==> config.mk <==
export PLATFORM = sky130hd
export DESIGN_NAME = vga_timing_detector_flat
export DESIGN_NICKNAME = d
export VERILOG_FILES = /design/src/rtl/vga_timing_detector_if.sv /design/src/rtl/vga_timing_detector.sv /design/src/flat_wrapper.sv
export SDC_FILE = /design/constraint.sdc
export NUM_CORES = 1
export LEC_CHECK = 0
export CORE_ASPECT_RATIO = 0.9
export CORE_MARGIN = 2
export CORE_UTILIZATION = 42
export DETAILED_ROUTE_END_ITERATION = 6
export GPL_TIMING_DRIVEN = 0
export PLACE_DENSITY = 0.73
export SLEW_MARGIN = 40
export SYNTH_ARGS = -nofsm -noshare
export SYNTH_HDL_FRONTEND = slang
export SYNTH_SLANG_ARGS = --single-unit
==> constraint.sdc <==
create_clock -name clk -period 3.6 [get_ports clk]
set_input_delay 1.08 -clock clk [delete_from_list [all_inputs] [get_ports clk]]
set_output_delay 1.08 -clock clk [all_outputs]
set_load 0.03 [all_outputs]
==> src/rtl/vga_timing_detector_if.sv <==
// Interface bundle for the VGA timing detector: incoming sync pair plus lock status,
// measurement results and reconstructed pixel position.
interface vga_timing_detector_if;
    logic        h_sync_in;
    logic        v_sync_in;
    logic        locked;
    logic        mode_err;
    logic        frame_start;
    logic [10:0] h_total_meas;
    logic [10:0] h_pulse_meas;
    logic [10:0] v_total_meas;
    logic [10:0] v_pulse_meas;
    logic [10:0] pos_x;
    logic [10:0] pos_y;

    // The sync source drives the pair and observes the detector's results.
    modport master (
        output h_sync_in, v_sync_in,
        input  locked, mode_err, frame_start,
        input  h_total_meas, h_pulse_meas, v_total_meas, v_pulse_meas,
        input  pos_x, pos_y
    );

    modport slave (
        input  h_sync_in, v_sync_in,
        output locked, mode_err, frame_start,
        output h_total_meas, h_pulse_meas, v_total_meas, v_pulse_meas,
        output pos_x, pos_y
    );
endinterface

==> src/rtl/vga_timing_detector.sv <==
// VGA timing detector: measures incoming hsync/vsync timing, locks onto the expected mode and
// tracks pixel position. Define VGA_IN_SYNC_EN to add a 2-flop synchronizer on both sync inputs.
module vga_timing_detector #(
    parameter int H_TOTAL     = 1688,
    parameter int H_PULSE     = 112,
    parameter int V_TOTAL     = 1066,
    parameter int V_PULSE     = 3,
    parameter int LOCK_FRAMES = 2
) (
    input logic                  clk,
    input logic                  rst,
    vga_timing_detector_if.slave bus
);

    localparam logic [10:0] CNT_MAX   = 11'h7FF;
    localparam logic [10:0] EXP_H_TOT = 11'(H_TOTAL);
    localparam logic [10:0] EXP_H_PUL = 11'(H_PULSE);
    localparam logic [10:0] EXP_V_TOT = 11'(V_TOTAL);
    localparam logic [10:0] EXP_V_PUL = 11'(V_PULSE);
    localparam logic [3:0]  LOCK_CNT  = 4'(LOCK_FRAMES);

    localparam logic [0:0] SEARCH = 1'b0;
    localparam logic [0:0] LOCKED = 1'b1;

    logic        hsQ;
    logic        vsQ;
    logic        hsD;
    logic        vsD;
    logic        hRise;
    logic        hFall;
    logic        vRise;
    logic        vFall;

    logic [10:0] hCnt;
    logic [10:0] vCnt;
    logic [11:0] hCntInc;
    logic [10:0] hMeasNext;
    logic [10:0] hCntNext;
    logic [10:0] vCntNext;
    logic        timeoutHold;
    logic        timeoutEntry;

    logic [10:0] hTotalMeas;
    logic [10:0] hPulseMeas;
    logic [10:0] vTotalMeas;
    logic [10:0] vPulseMeas;
    logic [10:0] hTotalNew;
    logic [10:0] hPulseNew;
    logic [10:0] vPulseNew;
    logic        frameOk;

    logic [3:0]  matchCnt;
    logic [3:0]  matchInc;
    logic        vSeen;
    logic [0:0]  state;
    logic        modeErr;
    logic        frameStart;

`ifdef VGA_IN_SYNC_EN
    logic [1:0] hsSync;
    logic [1:0] vsSync;

    // Synchronizer flops reset high so a sync already high at release is not seen as a rise.
    always_ff @(posedge clk) begin
        if (rst) begin
            hsSync <= 2'b11;
            vsSync <= 2'b11;
        end else begin
            hsSync <= {hsSync[0], bus.h_sync_in};
            vsSync <= {vsSync[0], bus.v_sync_in};
        end
    end

    assign hsQ = hsSync[1];
    assign vsQ = vsSync[1];
`else
    assign hsQ = bus.h_sync_in;
    assign vsQ = bus.v_sync_in;
`endif

    always_ff @(posedge clk) begin
        if (rst) begin
            hsD <= 1'b1;
            vsD <= 1'b1;
        end else begin
            hsD <= hsQ;
            vsD <= vsQ;
        end
    end

    assign hRise = hsQ & ~hsD;
    assign hFall = ~hsQ & hsD;
    assign vRise = vsQ & ~vsD;
    assign vFall = ~vsQ & vsD;

    // hMeasNext is the saturated count including the current clock; it doubles as the next h_cnt.
    assign hCntInc      = {1'b0, hCnt} + 12'd1;
    assign hMeasNext    = hCntInc[11] ? CNT_MAX : hCntInc[10:0];
    assign hCntNext     = hRise ? 11'd0 : hMeasNext;
    assign vCntNext     = (hRise && (vCnt != CNT_MAX)) ? vCnt + 11'd1 : vCnt;
    assign timeoutHold  = (hCntNext == CNT_MAX);
    assign timeoutEntry = timeoutHold && (hCnt != CNT_MAX);

    always_ff @(posedge clk) begin
        if (rst) begin
            hCnt       <= 11'd0;
            hTotalMeas <= 11'd0;
            hPulseMeas <= 11'd0;
        end else begin
            hCnt <= hCntNext;
            if (hRise) begin
                hTotalMeas <= hMeasNext;
            end
            if (hFall) begin
                hPulseMeas <= hMeasNext;
            end
        end
    end

    // A line that starts together with vsync is line 0 of the new frame.
    always_ff @(posedge clk) begin
        if (rst) begin
            vCnt       <= 11'd0;
            vTotalMeas <= 11'd0;
            vPulseMeas <= 11'd0;
            frameStart <= 1'b0;
        end else begin
            frameStart <= vRise;
            if (vRise) begin
                vTotalMeas <= vCntNext;
                vCnt       <= 11'd0;
            end else begin
                vCnt <= vCntNext;
            end
            if (vFall) begin
                vPulseMeas <= vCntNext;
            end
        end
    end

    assign hTotalNew = hRise ? hMeasNext : hTotalMeas;
    assign hPulseNew = hFall ? hMeasNext : hPulseMeas;
    assign vPulseNew = vFall ? vCntNext : vPulseMeas;
    assign frameOk   = (hTotalNew == EXP_H_TOT) && (hPulseNew == EXP_H_PUL) &&
                       (vCntNext == EXP_V_TOT) && (vPulseNew == EXP_V_PUL);
    assign matchInc  = (matchCnt >= LOCK_CNT) ? LOCK_CNT : matchCnt + 4'd1;

    // Lock tracking: the first vsync after reset or timeout only arms checking; after that every
    // vsync judges the frame just ended. Loss of hsync overrides any frame verdict.
    always_ff @(posedge clk) begin
        if (rst) begin
            matchCnt <= 4'd0;
            vSeen    <= 1'b0;
            state    <= SEARCH;
            modeErr  <= 1'b0;
        end else begin
            modeErr <= 1'b0;
            if (timeoutHold) begin
                matchCnt <= 4'd0;
                vSeen    <= 1'b0;
                state    <= SEARCH;
                modeErr  <= timeoutEntry;
            end else if (vRise) begin
                if (!vSeen) begin
                    vSeen <= 1'b1;
                end else if (frameOk) begin
                    matchCnt <= matchInc;
                    if (matchInc == LOCK_CNT) begin
                        state <= LOCKED;
                    end
                end else begin
                    matchCnt <= 4'd0;
                    state    <= SEARCH;
                    modeErr  <= 1'b1;
                end
            end
        end
    end

    assign bus.locked       = (state == LOCKED);
    assign bus.mode_err     = modeErr;
    assign bus.frame_start  = frameStart;
    assign bus.h_total_meas = hTotalMeas;
    assign bus.h_pulse_meas = hPulseMeas;
    assign bus.v_total_meas = vTotalMeas;
    assign bus.v_pulse_meas = vPulseMeas;
    assign bus.pos_x        = hCnt;
    assign bus.pos_y        = vCnt;

endmodule

==> src/flat_wrapper.sv <==
// flat-port wrapper written by rule: the top's interface ports become plain ports
module vga_timing_detector_flat 
#(
    parameter int H_TOTAL     = 1688,
    parameter int H_PULSE     = 112,
    parameter int V_TOTAL     = 1066,
    parameter int V_PULSE     = 3,
    parameter int LOCK_FRAMES = 2
)
  (clk, rst, bus_h_sync_in, bus_v_sync_in, bus_locked, bus_mode_err, bus_frame_start, bus_h_total_meas, bus_h_pulse_meas, bus_v_total_meas, bus_v_pulse_meas, bus_pos_x, bus_pos_y);
  vga_timing_detector_if bus_i ();
  input logic clk;
  input logic rst;
  input wire logic [$bits(bus_i.h_sync_in)-1:0] bus_h_sync_in;
  input wire logic [$bits(bus_i.v_sync_in)-1:0] bus_v_sync_in;
  output wire logic [$bits(bus_i.locked)-1:0] bus_locked;
  output wire logic [$bits(bus_i.mode_err)-1:0] bus_mode_err;
  output wire logic [$bits(bus_i.frame_start)-1:0] bus_frame_start;
  output wire logic [$bits(bus_i.h_total_meas)-1:0] bus_h_total_meas;
  output wire logic [$bits(bus_i.h_pulse_meas)-1:0] bus_h_pulse_meas;
  output wire logic [$bits(bus_i.v_total_meas)-1:0] bus_v_total_meas;
  output wire logic [$bits(bus_i.v_pulse_meas)-1:0] bus_v_pulse_meas;
  output wire logic [$bits(bus_i.pos_x)-1:0] bus_pos_x;
  output wire logic [$bits(bus_i.pos_y)-1:0] bus_pos_y;
  assign bus_i.h_sync_in = bus_h_sync_in;
  assign bus_i.v_sync_in = bus_v_sync_in;
  assign bus_locked = bus_i.locked;
  assign bus_mode_err = bus_i.mode_err;
  assign bus_frame_start = bus_i.frame_start;
  assign bus_h_total_meas = bus_i.h_total_meas;
  assign bus_h_pulse_meas = bus_i.h_pulse_meas;
  assign bus_v_total_meas = bus_i.v_total_meas;
  assign bus_v_pulse_meas = bus_i.v_pulse_meas;
  assign bus_pos_x = bus_i.pos_x;
  assign bus_pos_y = bus_i.pos_y;
  vga_timing_detector #(.H_TOTAL(H_TOTAL), .H_PULSE(H_PULSE), .V_TOTAL(V_TOTAL), .V_PULSE(V_PULSE), .LOCK_FRAMES(LOCK_FRAMES)) u_core (.clk(clk), .rst(rst), .bus(bus_i));
endmodule
Word-level counts from Yosys, hierarchy flattened
Cells that the tools add are included.
- $add $sub $neg: 3
- $lt $le $gt $ge: 1
- equal/unequal tests: 9
- multiplexer cells: 14
- bitwise gates (word level): 8
- reduce and logical (&&, ||, !) cells: 9
- operator list (operator ; count):
    2-to-1 mux 11 bit ; 6
    equality test 11 bit, second input constant ; 3
    != test 11 bit, second input constant ; 2
    adder 11 x 1 -> 12 bit, second input constant ; 1
    adder 11 x 1 -> 11 bit, second input constant ; 1
    equality test 11 x 2 -> 1 bit, second input constant ; 1
    equality test 11 x 7 -> 1 bit, second input constant ; 1
    2-to-1 mux 4 bit ; 2
    2-to-1 mux 1 bit ; 6
    logical AND 1 bit ; 5
    adder 4 x 1 -> 4 bit, second input constant ; 1
    AND 1 bit ; 4
    equality test 4 x 2 -> 1 bit, second input constant ; 1
    greater-or-equal comparator 4 x 2 -> 1 bit, second input constant ; 1
    inverter 1 bit ; 4
    OR reduction 2 bit ; 2
    AND reduction 3 bit ; 1
    != test 2 bit, second input constant ; 1
    AND reduction 2 bit ; 1
- flip-flop bits (word level): 76
- input bits: 4
- output and inout port bits: 69
- logic and storage cells: 57

Longest topological paths before layout
- depth after elaboration: 11
- depth in mapped cells: 11

Worst setup path before layout
Ideal clock, no wire load.
- path type: input to register
- from: input port bus_h_sync_in
- to: register u_core.modeErr (netlist: u_core.bus.mode_err)
- arrival time: 2.828 ns
- required time: 3.483 ns
- setup slack: 0.656 ns
- cell stages on the path: 9
- path buffers: 1
- cells stage by stage: buf_2 nand2b_1 a211oi_1 a311oi_2 nand2_1 or3b_1 nor4_1 nand4b_1 a22o_1
- longest elaborated chain between the ends: 11
- elaborated cells on any way between the ends: 22
- those cells by class: 5 x eq/ne; 9 x mux; 3 x bitwise; 5 x reduce/logical
- ends and longest elaborated chain (element ; RTL line ; text):
    start: declaration ; flat_wrapper.sv:14 ; input wire logic [$bits(bus_i.h_sync_in)-1:0] bus_h_sync_in;
    inverter 1 bit ; vga_timing_detector.sv:92 ; assign hFall = ~hsQ & hsD;
    AND 1 bit ; vga_timing_detector.sv:92 ;
    2-to-1 mux 11 bit ; vga_timing_detector.sv:142 ; assign hPulseNew = hFall ? hMeasNext : hPulseMeas;
    equality test 11 x 7 -> 1 bit ; vga_timing_detector.sv:144 ; assign frameOk = (hTotalNew == EXP_H_TOT) && (hPulseNew == EXP_H_PUL) &&
    logical AND 1 bit (2 in a row) ; vga_timing_detector.sv:144 ;
    logical AND 1 bit ; vga_timing_detector.sv:145 ; (vCntNext == EXP_V_TOT) && (vPulseNew == EXP_V_PUL);
    2-to-1 mux 1 bit ; vga_timing_detector.sv:166 ; end else if (frameOk) begin
    2-to-1 mux 1 bit ; vga_timing_detector.sv:164 ; if (!vSeen) begin
    2-to-1 mux 1 bit ; vga_timing_detector.sv:163 ; end else if (vRise) begin
    2-to-1 mux 1 bit (*) ; vga_timing_detector.sv:158 ; if (timeoutHold) begin
    end signal: assignment ; vga_timing_detector.sv:162 ; modeErr <= timeoutEntry;
    end: declaration ; vga_timing_detector.sv:56 ; logic modeErr;
Mark *: on every way between the ends. The rest lies on a longest branch, timed or not.
A chain may end at the register's enable or synchronous reset.

Final worst setup path
Same ends and word-level chain as after synthesis.

==> results.py <==
metrics = {
    "floorplanning": {
        "core.rowCount": 33,
        "io_pins": 73,
        "core-area_um2": 8960,
        "initial_core_util_pct": 42.7,
        "die_height_um": 94.5,
        "die-area_um2": 9880,
        "die_width_um": 105,
    },
    "finish": {
        "final_cells": 682,
        "syn2layout_area_growth_pct": 30.8,
        "multiInputGateArea_um2": 2170,
        "final.fill_count": 822,
        "ff_latch_area_um2": 1520,
        "fin_nets": 563,
        "drive_above_1_share_pct": 11.6,
        "fin_area_um2": 5000,
        "antennaDiodeCount": 0,
    },
    "detailed_routing": {
        "totalWireLength_um": 11500,
        "dr.pass1.iters": 5,
        "final_antenna_net_count": 0,
        "wire_per_inst_um": 16.9,
        "post-route-drc-count": 0,
        "vias": 3878,
        "viasPerCell": 5.69,
        "first_iter_violations": 312,
    },
    "logic_synthesis": {
        "synth_enable_flop_cells": 0,
        "ys.flop_type": "dfxtp_1",
        "syn_nets": 478,
        "yosysWarnings": 0,
        "ys_types": 68,
        "synth_seq_cells": 76,
        "syn_inst": 470,
        "netlist_area_um2": 3820,
        "syn_avg_cell_area_um2": 8.13,
        "synthArstFlopShare_pct": 0,
        "yosysSeqAreaShare_pct": 39.8,
    },
    "place": {
        "post-dp-hpwl_um": 8590,
        "place_ws_ps": -452,
        "placed_cells": 664,
        "gp_congestion": 0.965,
        "portBuffers": 72,
        "placed_area_um2": 4700,
    },
    "setup_path": {
        "critical_path_required_ps": 3850,
        "regToRegStartpoint": "u_core.bus.pos_x[0]",
        "end_kind": "flip-flop",
        "cp-start-kind": "input pin",
        "path_class": "in -> reg",
        "arrival_ps": 3740,
        "worstSetupStartpoint": "bus_h_sync_in",
        "cp_max_fo": 10,
    },
    "sta": {
        "slew_violations": 0,
        "worst_pin_slew_ps": 588,
        "slew_headroom_pct": 60.8,
        "final.min_clock_period_ps": 3490,
        "fin_crit_sh_pct": 96.9,
        "finalHoldViolCount": 0,
        "skew_ps": 9.32,
        "setup_viol": 0,
        "max_freq_mhz": 287,
        "setup_slack_ps": 112,
    },
    "hold_path": {
        "worstHoldStart": "u_core.bus.v_total_meas[6]",
        "hp-class": "reg -> reg",
    },
    "clocking": {
        "cts_tree": "done",
        "clock_tree.buffer_depth": 2,
        "holdBufCountCts": 0,
        "clockRootBuffer": "clkbuf_8",
        "clk_latency_ps": 360,
        "h-tree-depth": 3,
        "cts_buffers": 9,
        "clkSinkCount": 76,
        "clk_pin_slew_ps": 80,
    },
    "power": {
        "power.density_nw_per_um2": 366,
        "leakage_nw": 1.69,
        "combPwrFrac_pct": 10.5,
        "total_power_mw": 1.83,
        "clkPwrFrac_pct": 41.7,
        "switching_power_mw": 0.472,
        "vdd_drop_max_uv": 194,
        "power_frac_seq_pct": 47.8,
        "intPower_mw": 1.36,
        "swShare_pct": 25.8,
    },
    "global_route": {
        "grt_max_degree": 14,
        "globalRouteOverflowTotal": 0,
        "antenna_found_initial": 0,
        "grt.total_usage_pct": 23.4,
        "grt_pass1_wl_um": 18100,
        "grt_pass1_vias": 3562,
    },
    "job": {
        "drv_cap": 0,
    },
    "status": {
        "outcome": "finished, final reports clean",
    },
}
-- sequential cells by signal, summed over array words and instances (netlist names) --
name,flops
u_core.bus.h_pulse_meas,11
u_core.bus.h_total_meas,11
u_core.bus.pos_x,11
u_core.bus.pos_y,11
u_core.bus.v_pulse_meas,11
u_core.bus.v_total_meas,11
u_core.matchCnt,4
u_core.bus.frame_start,1
u_core.bus.locked,1
u_core.bus.mode_err,1
u_core.hsD,1
u_core.vSeen,1
u_core.vsD,1
-- cell type report --
class,count,area share [%]
Sequential cell,76,30.4
Buffer,31,3.05
Multi-Input combinational cell,355,43.5
Timing Repair Buffer,74,14.7
Tap cell,122,3.05
Clock inverter,5,1.68
Clock buffer,11,3.03
Inverter,8,0.600
-- critical path: stages --
cell and delay [ps]:
clkdlybuf4s50_1 550, buf_4 200, nand4b_1 210, or2_2 380, o31ai_2 240, and2_2 250
nand2_1 80, nor4_2 250, nand4b_1 210, a22o_1 270
-- layout by cell type (no fill, tap or decap), drive strengths merged, types with 4 or more instances in the layout --
cell type      instances
nand2                 49
dfxtp                 76
inv                    8
clkbuf                28
nor3                  12
nor2                  73
clkdlybuf4s50         72
nand3                 16
nor2b                  7
o31ai                  4
and4                   5
a31oi                 10
nor3b                  4
or2                    5
o21a                   4
nand4                 11
a211oi                21
a21oi                 33
o21ai                 12
nor4                   5
xnor2                  6
buf                   16
nand2b                 9
and2                   9
mux2i                  5
ha                     4
a31o                   6
-- routing by layer --
layer	wire [um]	up-vias	track usage, %
li1	-	1866	-
met1	5100	1807	30.4
met3	856	26	5.18
met4	232	0	7.09
met2	5330	179	39.1
met5	0	-	0
-- worst paths after layout --
kind                                end  slack (ps)  depth (start not counted)
max                 u_core.bus.mode_err         110                         10
min reg2reg  u_core.bus.v_total_meas[6]         470                          2
min          u_core.bus.v_total_meas[6]         470                          2
max reg2reg         u_core.bus.mode_err         650                          9
-- logic make-up after synthesis --
logic type	count (synthesis)	share of synthesized area, %
simple gates	225	30.2
compound gates	113	20.8
flops	76	39.8
buf+inv	39	4.68
xor+xnor	7	1.60
mux	6	1.60
fa+ha+maj	4	1.31
-- repair_timing --
action,4_1_cts,5_1_grt
resized for setup,4,11
setup endpoints to repair,5,5
buffers inserted,0,2
pin swaps,1,0
-- per-stage QoR --
step | util, % | TNS, ps | hold slack [ps]
after floorplan | - | 0 | 432
final | 55.8 | 0 | 473
after global placement | 52.4 | -2140 | 447
after detailed placement | 52.4 | -2080 | 453
after CTS | 55.2 | 0 | 472
after global routing | 55.8 | -15.2 | 504
-- Yosys cell counts, drive strengths merged (6+ instances only) --
library cell  number  share of area, %
nand4             11               1.8
a21oi             33               4.3
inv                8              0.79
nor2              73               7.2
nand2             49               5.0
xnor2              6               1.4
a211oi            21               4.5
nor2b              7               1.1
nor3              12               1.7
clkbuf            17               1.7
o21ai             12               1.6
a31oi             10               1.6
a31o               6               1.4
buf               14               2.2
nand3             16               2.4
dfxtp             76                40
nand2b             9               1.5
and2               9               1.5
-- power groups by stage --
stage,clock [mW],sequential (mW),combinational [mW]
after detailed placement,0,0.894,0.188
final,0.762,0.875,0.192
after CTS,0.768,0.874,0.189
after global routing,0.797,0.877,0.204
after floorplan,0,0.922,0.0889
after global placement,0,0.894,0.186
No activity file was read; power rests on OpenSTA's default activity.
